--- config.mk ---
export PLATFORM = sky130hd
export DESIGN_NAME = piece_fall_ctrl
export DESIGN_NICKNAME = d
export VERILOG_FILES = /design/src/rtl/tetris_pkg.sv /design/src/rtl/gravity_timer.sv /design/src/rtl/piece_fall_ctrl.sv
export SDC_FILE = /design/constraint.sdc
export NUM_CORES = 1
export LEC_CHECK = 0
export ABC_CLOCK_PERIOD_IN_PS = 2000
export CAP_MARGIN = 20
export CORE_MARGIN = 4
export CORE_UTILIZATION = 35
export CTS_CLUSTER_DIAMETER = 150
export DETAILED_ROUTE_END_ITERATION = 12
export GPL_TIMING_DRIVEN = 0
export SLEW_MARGIN = 25
export SYNTH_ARGS = -nofsm -noshare
export SYNTH_HDL_FRONTEND = slang
export SYNTH_SLANG_ARGS = --single-unit
--- constraint.sdc ---
create_clock -name clk -period 2 [get_ports clk]
set_input_delay 0.3 -clock clk [delete_from_list [all_inputs] [get_ports clk]]
set_output_delay 0.3 -clock clk [all_outputs]
set_load 0.1 [all_outputs]
--- src/rtl/tetris_pkg.sv ---
// Shared playfield geometry, controller states and move encoding for the
// falling-piece sequencer.
package tetris_pkg;

  localparam int unsigned BOARD_W = 10;
  localparam int unsigned BOARD_H = 20;
  localparam int unsigned SPAWN_X = 4;
  localparam int unsigned X_W     = 4;
  localparam int unsigned Y_W     = 5;

  typedef enum logic [2:0] {
    SPAWN,
    SPAWN_QRY,
    FALLING,
    QUERY,
    LOCK,
    WAIT_BOARD,
    GAME_OVER
  } state_e;

  typedef enum logic [1:0] {
    MV_LEFT,
    MV_RIGHT,
    MV_DOWN
  } move_e;

endpackage

--- src/rtl/gravity_timer.sv ---
// Wrap counter for the gravity cadence: counts while enabled, pulses tick_c
// on the wrap cycle; clr zeroes it and masks the tick.
module gravity_timer #(
  parameter int unsigned TICKS = 25000000
) (
  input  logic clk,
  input  logic rst,
  input  logic en,
  input  logic clr,
  output logic tick_c
);

  localparam int unsigned CNT_W = (TICKS > 1) ? $clog2(TICKS) : 1;
  localparam logic [CNT_W-1:0] LAST = CNT_W'(TICKS - 1);

  logic [CNT_W-1:0] cnt_q, cnt_d;

  always_comb begin
    cnt_d  = cnt_q;
    tick_c = 1'b0;
    if (clr) begin
      cnt_d = '0;
    end else if (en) begin
      if (cnt_q == LAST) begin
        cnt_d  = '0;
        tick_c = 1'b1;
      end else begin
        cnt_d = cnt_q + CNT_W'(1);
      end
    end
  end

  always_ff @(posedge clk or posedge rst) begin
    if (rst) cnt_q <= '0;
    else     cnt_q <= cnt_d;
  end

endmodule

--- src/rtl/piece_fall_ctrl.sv ---
// Active-piece sequencer: spawns, moves and locks the falling piece, arbitrating
// player moves against gravity through board collision queries.
module piece_fall_ctrl
  import tetris_pkg::*;
#(
  parameter int unsigned GRAVITY_TICKS = 25000000
) (
  input  logic           clk,
  input  logic           rst,
  input  logic           i_left,
  input  logic           i_right,
  input  logic           i_down,
  input  logic           i_board_busy,
  input  logic           i_qry_done,
  input  logic           i_qry_occupied,
  output logic           o_qry_valid,
  output logic [X_W-1:0] o_qry_x,
  output logic [Y_W-1:0] o_qry_y,
  output logic           o_lock_we,
  output logic [X_W-1:0] o_lock_x,
  output logic [Y_W-1:0] o_lock_y,
  output logic [X_W-1:0] o_x_pos,
  output logic [Y_W-1:0] o_y_pos,
  output logic           o_piece_active,
  output logic           o_game_over
);

  state_e           state_q, state_d;
  move_e            mv_q, mv_d;
  logic [X_W-1:0]   x_q, x_d, qx_q, qx_d, lx_q, lx_d;
  logic [Y_W-1:0]   y_q, y_d, qy_q, qy_d, ly_q, ly_d;
  logic             active_q, active_d, qv_q, qv_d, lwe_q, lwe_d;
  logic             go_q, go_d, pend_q, pend_d;
  logic             tmr_en, tmr_clr, grav_tick_c;

  assign tmr_en = (state_q == FALLING) || (state_q == QUERY);

  gravity_timer #(.TICKS(GRAVITY_TICKS)) u_gravity (
    .clk    (clk),
    .rst    (rst),
    .en     (tmr_en),
    .clr    (tmr_clr),
    .tick_c (grav_tick_c)
  );

  always_comb begin
    state_d  = state_q;
    mv_d     = mv_q;
    x_d      = x_q;
    y_d      = y_q;
    qx_d     = qx_q;
    qy_d     = qy_q;
    lx_d     = lx_q;
    ly_d     = ly_q;
    active_d = active_q;
    qv_d     = qv_q;
    lwe_d    = 1'b0;
    go_d     = go_q;
    pend_d   = pend_q | grav_tick_c;
    tmr_clr  = 1'b0;

    case (state_q)
      SPAWN: begin
        if (!i_board_busy) begin
          qv_d    = 1'b1;
          qx_d    = X_W'(SPAWN_X);
          qy_d    = '0;
          state_d = SPAWN_QRY;
        end
      end

      SPAWN_QRY: begin
        if (i_qry_done) begin
          qv_d = 1'b0;
          if (i_qry_occupied) begin
            go_d     = 1'b1;
            active_d = 1'b0;
            state_d  = GAME_OVER;
          end else begin
            x_d      = X_W'(SPAWN_X);
            y_d      = '0;
            active_d = 1'b1;
            tmr_clr  = 1'b1;
            state_d  = FALLING;
          end
        end
      end

      FALLING: begin
        // Down beats left beats right; opposing lateral requests cancel.
        if (pend_q || i_down) begin
          pend_d = grav_tick_c;
          if (i_down) tmr_clr = 1'b1;
          if (y_q == Y_W'(BOARD_H - 1)) begin
            lwe_d    = 1'b1;
            lx_d     = x_q;
            ly_d     = y_q;
            active_d = 1'b0;
            state_d  = LOCK;
          end else begin
            qv_d    = 1'b1;
            qx_d    = x_q;
            qy_d    = y_q + Y_W'(1);
            mv_d    = MV_DOWN;
            state_d = QUERY;
          end
        end else if (i_left && !i_right) begin
          if (x_q != '0) begin
            qv_d    = 1'b1;
            qx_d    = x_q - X_W'(1);
            qy_d    = y_q;
            mv_d    = MV_LEFT;
            state_d = QUERY;
          end
        end else if (i_right && !i_left) begin
          if (x_q != X_W'(BOARD_W - 1)) begin
            qv_d    = 1'b1;
            qx_d    = x_q + X_W'(1);
            qy_d    = y_q;
            mv_d    = MV_RIGHT;
            state_d = QUERY;
          end
        end
      end

      QUERY: begin
        if (i_qry_done) begin
          qv_d = 1'b0;
          if (!i_qry_occupied) begin
            x_d     = qx_q;
            y_d     = qy_q;
            state_d = FALLING;
          end else if (mv_q == MV_DOWN) begin
            lwe_d    = 1'b1;
            lx_d     = x_q;
            ly_d     = y_q;
            active_d = 1'b0;
            state_d  = LOCK;
          end else begin
            state_d = FALLING;
          end
        end
      end

      LOCK:       state_d = WAIT_BOARD;

      WAIT_BOARD: if (!i_board_busy) state_d = SPAWN;

      GAME_OVER:  state_d = GAME_OVER;

      default:    state_d = SPAWN;
    endcase
  end

  always_ff @(posedge clk or posedge rst) begin
    if (rst) begin
      state_q  <= SPAWN;
      mv_q     <= MV_DOWN;
      x_q      <= '0;
      y_q      <= '0;
      qx_q     <= '0;
      qy_q     <= '0;
      lx_q     <= '0;
      ly_q     <= '0;
      active_q <= 1'b0;
      qv_q     <= 1'b0;
      lwe_q    <= 1'b0;
      go_q     <= 1'b0;
      pend_q   <= 1'b0;
    end else begin
      state_q  <= state_d;
      mv_q     <= mv_d;
      x_q      <= x_d;
      y_q      <= y_d;
      qx_q     <= qx_d;
      qy_q     <= qy_d;
      lx_q     <= lx_d;
      ly_q     <= ly_d;
      active_q <= active_d;
      qv_q     <= qv_d;
      lwe_q    <= lwe_d;
      go_q     <= go_d;
      pend_q   <= pend_d;
    end
  end

  assign o_qry_valid    = qv_q;
  assign o_qry_x        = qx_q;
  assign o_qry_y        = qy_q;
  assign o_lock_we      = lwe_q;
  assign o_lock_x       = lx_q;
  assign o_lock_y       = ly_q;
  assign o_x_pos        = x_q;
  assign o_y_pos        = y_q;
  assign o_piece_active = active_q;
  assign o_game_over    = go_q;

endmodule

## Word-level counts from Yosys, hierarchy flattened

Cells that the tools add are included.

| storage, ports and cells | value |
|---|---|
| register bits after elaboration | 62 |
| input port bits | 8 |
| word-level logic and storage cells | 164 |

| cells by class | value |
|---|---|
| $add $sub $neg | 4 |
| equal/unequal tests | 27 |
| muxes and demuxes | 93 |
| bitwise operators | 1 |
| reduce and logical (&&, ||, !) cells | 25 |

Operators with widths:

| operator | number |
|---|---|
| $mux W5 | 16 |
| $mux W25 | 3 |
| $mux W4 | 16 |
| $mux W3 | 13 |
| $pmux W5 S2 | 3 |
| $mux W1 | 28 |
| $add A25 B1 Y25 const B | 1 |
| $eq A25 B25 Y1 const B | 1 |
| $pmux W4 S2 | 3 |
| $pmux W3 S7 | 1 |
| $reduce_and A7 Y1 | 3 |
| $ne A2 B2 Y1 const B | 8 |
| $mux W2 | 6 |
| $reduce_and A6 Y1 | 2 |
| $reduce_bool A3 Y1 | 4 |
| $reduce_and A5 Y1 | 2 |
| $eq A3 B3 Y1 const B | 3 |
| $ne A2 B1 Y1 const B | 4 |
| $ne A4 B1 Y1 const B | 2 |
| $reduce_bool A2 Y1 | 4 |
| $eq A3 B2 Y1 const B | 2 |
| $pmux W1 S3 | 2 |
| $add A5 B1 Y5 const B | 1 |
| $eq A5 B5 Y1 const B | 1 |
| other kinds (17) | 21 |

## Logic depth before layout (Yosys ltp)

| logic depth | value |
|---|---|
| depth after elaboration | 7 |
| gate-level depth with buffers | 8 |
| depth with buffers taken out | 8 |

## Cells and area by module

A second synthesis with hierarchy kept.

| unflattened totals | value |
|---|---|
| cell total of the unflattened synthesis | 354 |
| area, all modules | 3575.9 um2 |

Modules (own cells, without submodules):

| module | instances | cells each | area each (um2) | seq. area each (um2) |
|---|---|---|---|---|
| piece_fall_ctrl | 1 | 180 | 2000.7 | 927.1 |
| gravity_timer | 1 | 174 | 1575.3 | 625.6 |

## Worst setup path after synthesis

No wires, ideal clock.

| path | value |
|---|---|
| kind | register to register |
| start | register y_q[0] (netlist: o_y_pos[0]) |
| end | register lx_q[0] (netlist: o_lock_x[0]) |
| library setup time | 129 ps |
| arrival time | 2538 ps |
| data required time | 1871 ps |
| slack | -666 ps |
| cell stages (with the launch flop) | 7 |
| buffers on the path | 0 |
| cell sequence | dfrtp_1 ha_1 o21ai_2 or4b_4 o22ai_2 nand2_2 mux2_1 |

| between the ends | value |
|---|---|
| longest elaborated chain between the ends | 3 |

RTL lines:

| element | RTL line | source |
|---|---|---|
| start: declaration | piece_fall_ctrl.sv:31 | `logic [Y_W-1:0] y_q, y_d, qy_q, qy_d, ly_q, ly_d;` |
| start signal: assignment | piece_fall_ctrl.sv:174 | `y_q <= y_d;` |
| $eq A5 B5 Y1 | piece_fall_ctrl.sv:94 | `if (y_q == Y_W'(BOARD_H - 1)) begin` |
| $ne A2 B1 Y1 (no line) | -- |  |
| $reduce_and A6 Y1 (no line) | -- |  |
| end signal: assignment | piece_fall_ctrl.sv:177 | `lx_q <= lx_d;` |
| end: declaration | piece_fall_ctrl.sv:30 | `logic [X_W-1:0] x_q, x_d, qx_q, qx_d, lx_q, lx_d;` |

No other way between the ends.
A chain may end at the register's enable or synchronous reset.

## Final worst setup path

| path | value |
|---|---|
| start | register y_q[1] (netlist: o_y_pos[1]) |
| end | register ly_q[0] (netlist: o_lock_y[0]) |

| between the ends | value |
|---|---|
| longest elaborated chain between the ends | 3 |

RTL lines:

| element | RTL line | source |
|---|---|---|
| $eq A5 B5 Y1 | piece_fall_ctrl.sv:94 |  |
| $ne A2 B1 Y1 (no line) | -- |  |
| $reduce_and A6 Y1 (no line) | -- |  |
| end signal: assignment | piece_fall_ctrl.sv:178 | `ly_q <= ly_d;` |
| end: declaration | piece_fall_ctrl.sv:31 |  |

No other way between the ends.

==> results.md <==
* Fraction of the cycle the final worst path needs at 103%
* Number of setup violations in the final report at 9
* Average cell area after synthesis at between 10 and 15 sq um
* Post-DRT Antenna Nets at 0
* Post-synth top cells: dfrtp_1, nand2_1, nor2_1
* RSZ-0062 raised after global routing: true
* Leakage power at 2.05 nW
* Area of the core at 9330 sq um
* Worst hold path type: input pin to async pin
* Worst Max-Slew Pin Slew at 1.01 ns
* Cell type contributing the most total cell area after synthesis: dfrtp_1
* Height of the die at 106 um
* Internal Dissipation at around 3.3 mW
* First-pass GRT wire length at 14.5 mm
* MaxCap Viol Count at 0
* Net count after synthesis at 350
* Data required time at the worst endpoint at 2.23 ns
* Most frequent cell after synthesis: dfrtp_1
* Remaining routing DRC violations at 0
* Register share of total power at between 20 and 30%
* Vias in the first global route at 2779
* Fraction of power consumed by the clock network at about a fifth
* Post-detailed-routing wire length at ~8.8 mm
* Count of final hold-check violations at 0
* Share of layout cells above drive strength 1 at 25.4%
* Antenna diode count at 0
* Clock insertion delay at the later pin of the skew report at 0.34 ns
* Sink count of the clock tree at 62
* Type of the worst setup path: flip-flop to flip-flop
* Sequential fraction of the synthesis area at 46.1%
* Count of standard-cell rows at 35
* Worst slew margin relative to its limit at 33.2%
* Mapped Cells at 335
* Top fanout value on the critical path at 10
* DR iter-0 viols at slightly below 100
* Area of the mapped netlist at 3370 sq um
* Average vias per placed instance at 5.37
* Post-CTS Hold Buffers at 0
* Number of register bits inferred by synthesis at 62
* Shortest clock period the worst path allows after layout at just over 2 ns
* Critical register-to-register path startpoint: o_y_pos[1]
* Root buffer cell: clkbuf_8
* Timing startpoint of the critical path: o_y_pos[1]
* Placed wire-length estimate at 5.74 mm
* Endpoint class of the critical path: flip-flop
* Nets at 424
* Length of the first detailed-routing pass in iterations at 4
* Layout Skew at approximately 0.0084 ns
* Area of the die at 11300 sq um
* TNS Setup at -0.309 ns
* Routability-driven placement congestion ratio at 0.826
* Worst IR drop on VDD at about 1.2 mV
* Cell Pwr Density at between 1000 and 1500 nW/um^2
* Max Clock Freq at 0.487 GHz
* Number of port buffers at 38
* Share of synthesized registers carrying an async set or reset at 100%
* Wire length per cell after detailed routing at 16.2 um
* Detailed-route via count at 2917
* Synthesis-to-layout area growth at 33.4%
* Pin count of the biggest net entering global routing at 47
* Switching portion of total power at 50.5%
* Critical path launch point type: flip-flop
* Combinational Power Share at a little over half
* Number of different library cells in the post-synthesis netlist at approximately 60
* Number of max-slew violations in the final report at 0
* Primary flip-flop cell chosen by synthesis mapping: dfrtp_1
* Overflow left after global routing at 0
* P_sw at 3.37 mW
* Worst-case setup margin in the final layout at -0.0517 ns
* Number of antenna violations at the first check in global routing at 0
* Main area contributors after synthesis: dfrtp_1, mux2i_1, nand2_1
* Number of CTS-inserted buffers at 9
* Clock slew at reported path FFs at about 0.08 ns
* Filler cell count in the final layout at 885
* Number of placed I/O pins at 39
* Crit path DAT at 2.28 ns
* Die outline width at 106 um
* Failing checks: negative setup slack
* CTS tree: yes
* Number of warnings reported in the yosys synthesis log at 0
* Maximum root-to-sink buffer count at 2
* Max H-tree Level at 3
* Number of synthesized flops with an enable pin at 0
* Initial Util at about 36%
* Area fraction of the dominant cell type after synthesis at 45.3%
* Final hold slack at around 0.24 ns
* Status: complete, but fails checks
* Gr usage total at 16.0%
## registers in the layout, summed over array words and instances (netlist names), 2 cells and up
register,cells
u_gravity.cnt_q,25
o_lock_y,5
o_qry_y,5
o_y_pos,5
o_lock_x,4
o_qry_x,4
o_x_pos,4
state_q,3
mv_q,2
## cell type report
cell class,instances,area (sq um),share of cell area (%)
well taps,129,161,3.59
clock inverters,7,97.6,2.17
multi-input cells,248,1860,41.4
repair buffers,63,559,12.4
inverters,13,51.3,1.14
clock buffers,9,124,2.76
flip-flops and latches,62,1560,34.8
plain buffers,12,77.6,1.73
## cell families (layout without fill, tap and decap cells)
kind of cell             after synthesis  in the layout  synth area share (%)
multiplexers                          25             25                  7.83
adder cells (fa/ha/maj)                7              7                  2.82
buffers and inverters                 26            104                  3.60
XOR/XNOR                              15             15                  3.90
flip-flops                            62             62                  46.1
AO/OA/AOI/OAI                         71             71                  14.3
AND/OR/NAND/NOR                      129            130                  21.5
## placed cells by master, fill, tap and decap left out, types with 3 or more instances in the layout
cell,synthesis,layout
xor2_1,4,4
o21ai_0,7,6
xnor2_1,11,11
clkdlybuf4s50_1,0,4
nor2b_1,3,3
a31oi_1,12,12
clkbuf_8,0,9
clkbuf_2,1,5
a22o_1,10,10
o21ai_1,4,3
nor3_1,8,6
nor2_1,20,20
a21oi_1,17,14
clkdlybuf4s15_1,0,4
buf_6,2,5
nor3_2,1,3
nand3_1,8,7
clkbuf_1,6,3
nand4_1,12,12
ha_4,0,3
nand2b_1,8,8
nand2_1,35,35
dlygate4sd2_1,0,25
a21oi_2,3,4
nor4_1,7,5
and2_1,3,3
dfrtp_1,61,52
dfrtp_2,0,9
inv_1,13,11
mux2_1,9,7
o21ai_2,1,3
buf_4,1,22
mux2i_1,14,14
and4_1,6,4
## through the flow
| stage | instance area [sq um] | worst slack [ns] | power [mW] | cells | util [%] |
|---|---|---|---|---|---|
| floorplan | 3430 | -0.239 | 4.39 | 335 | - |
| global placement | 3970 | -1.23 | 5.15 | 502 | 42.5 |
| detailed placement | 4000 | -0.754 | 5.20 | 503 | 42.9 |
| CTS | 4330 | -0.0172 | 6.47 | 532 | 46.4 |
| global route | 4500 | -0.135 | 7.02 | 543 | 48.2 |
| finish | 4500 | -0.0517 | 6.66 | 543 | 48.2 |
## critical path: stages (launching register included)
cell and delay [ns]:
dfrtp_2 0.42, ha_4 0.16, o21ai_2 0.07, or4b_4 0.55, o22ai_4 0.20, nand2_4 0.16, mux2_1 0.35
## final timing paths
kind	endpoint	slack, ns	depth (start not counted)
setup / recovery	o_lock_y[0]	-0.05	6
hold / removal	u_gravity.cnt_q[5]	0.24	2
setup reg to reg	o_lock_y[0]	-0.05	6
hold reg to reg	o_game_over	0.46	1
max in group asynchronous	mv_q[1]	1.21	3
min in group clk	mv_q[1]	0.42	4
## what timing repair did
item	in CTS	in global routing
setup buffers	11	10
cloned	2	2
pin swaps	6	18
setup endpoints to repair	75	42
gates resized for setup	49	33
## layer usage
layer	share of wire, %	track usage (%)	up-vias
met5	0	0	-
li1	-	-	1378
met1	48	23.8	1449
met4	1.2	4.81	0
met2	46	23.4	80
met3	4.3	3.10	10
## power by group through the flow
stage	clock, mW	combinational [mW]	sequential, mW
after floorplan	0	1.24	3.15
after global placement	0	3.28	1.88
after detailed placement	0	3.32	1.88
after CTS	1.28	3.35	1.84
after global routing	1.34	3.79	1.89
final	1.25	3.58	1.84
(Power assumes the default switching activity.)
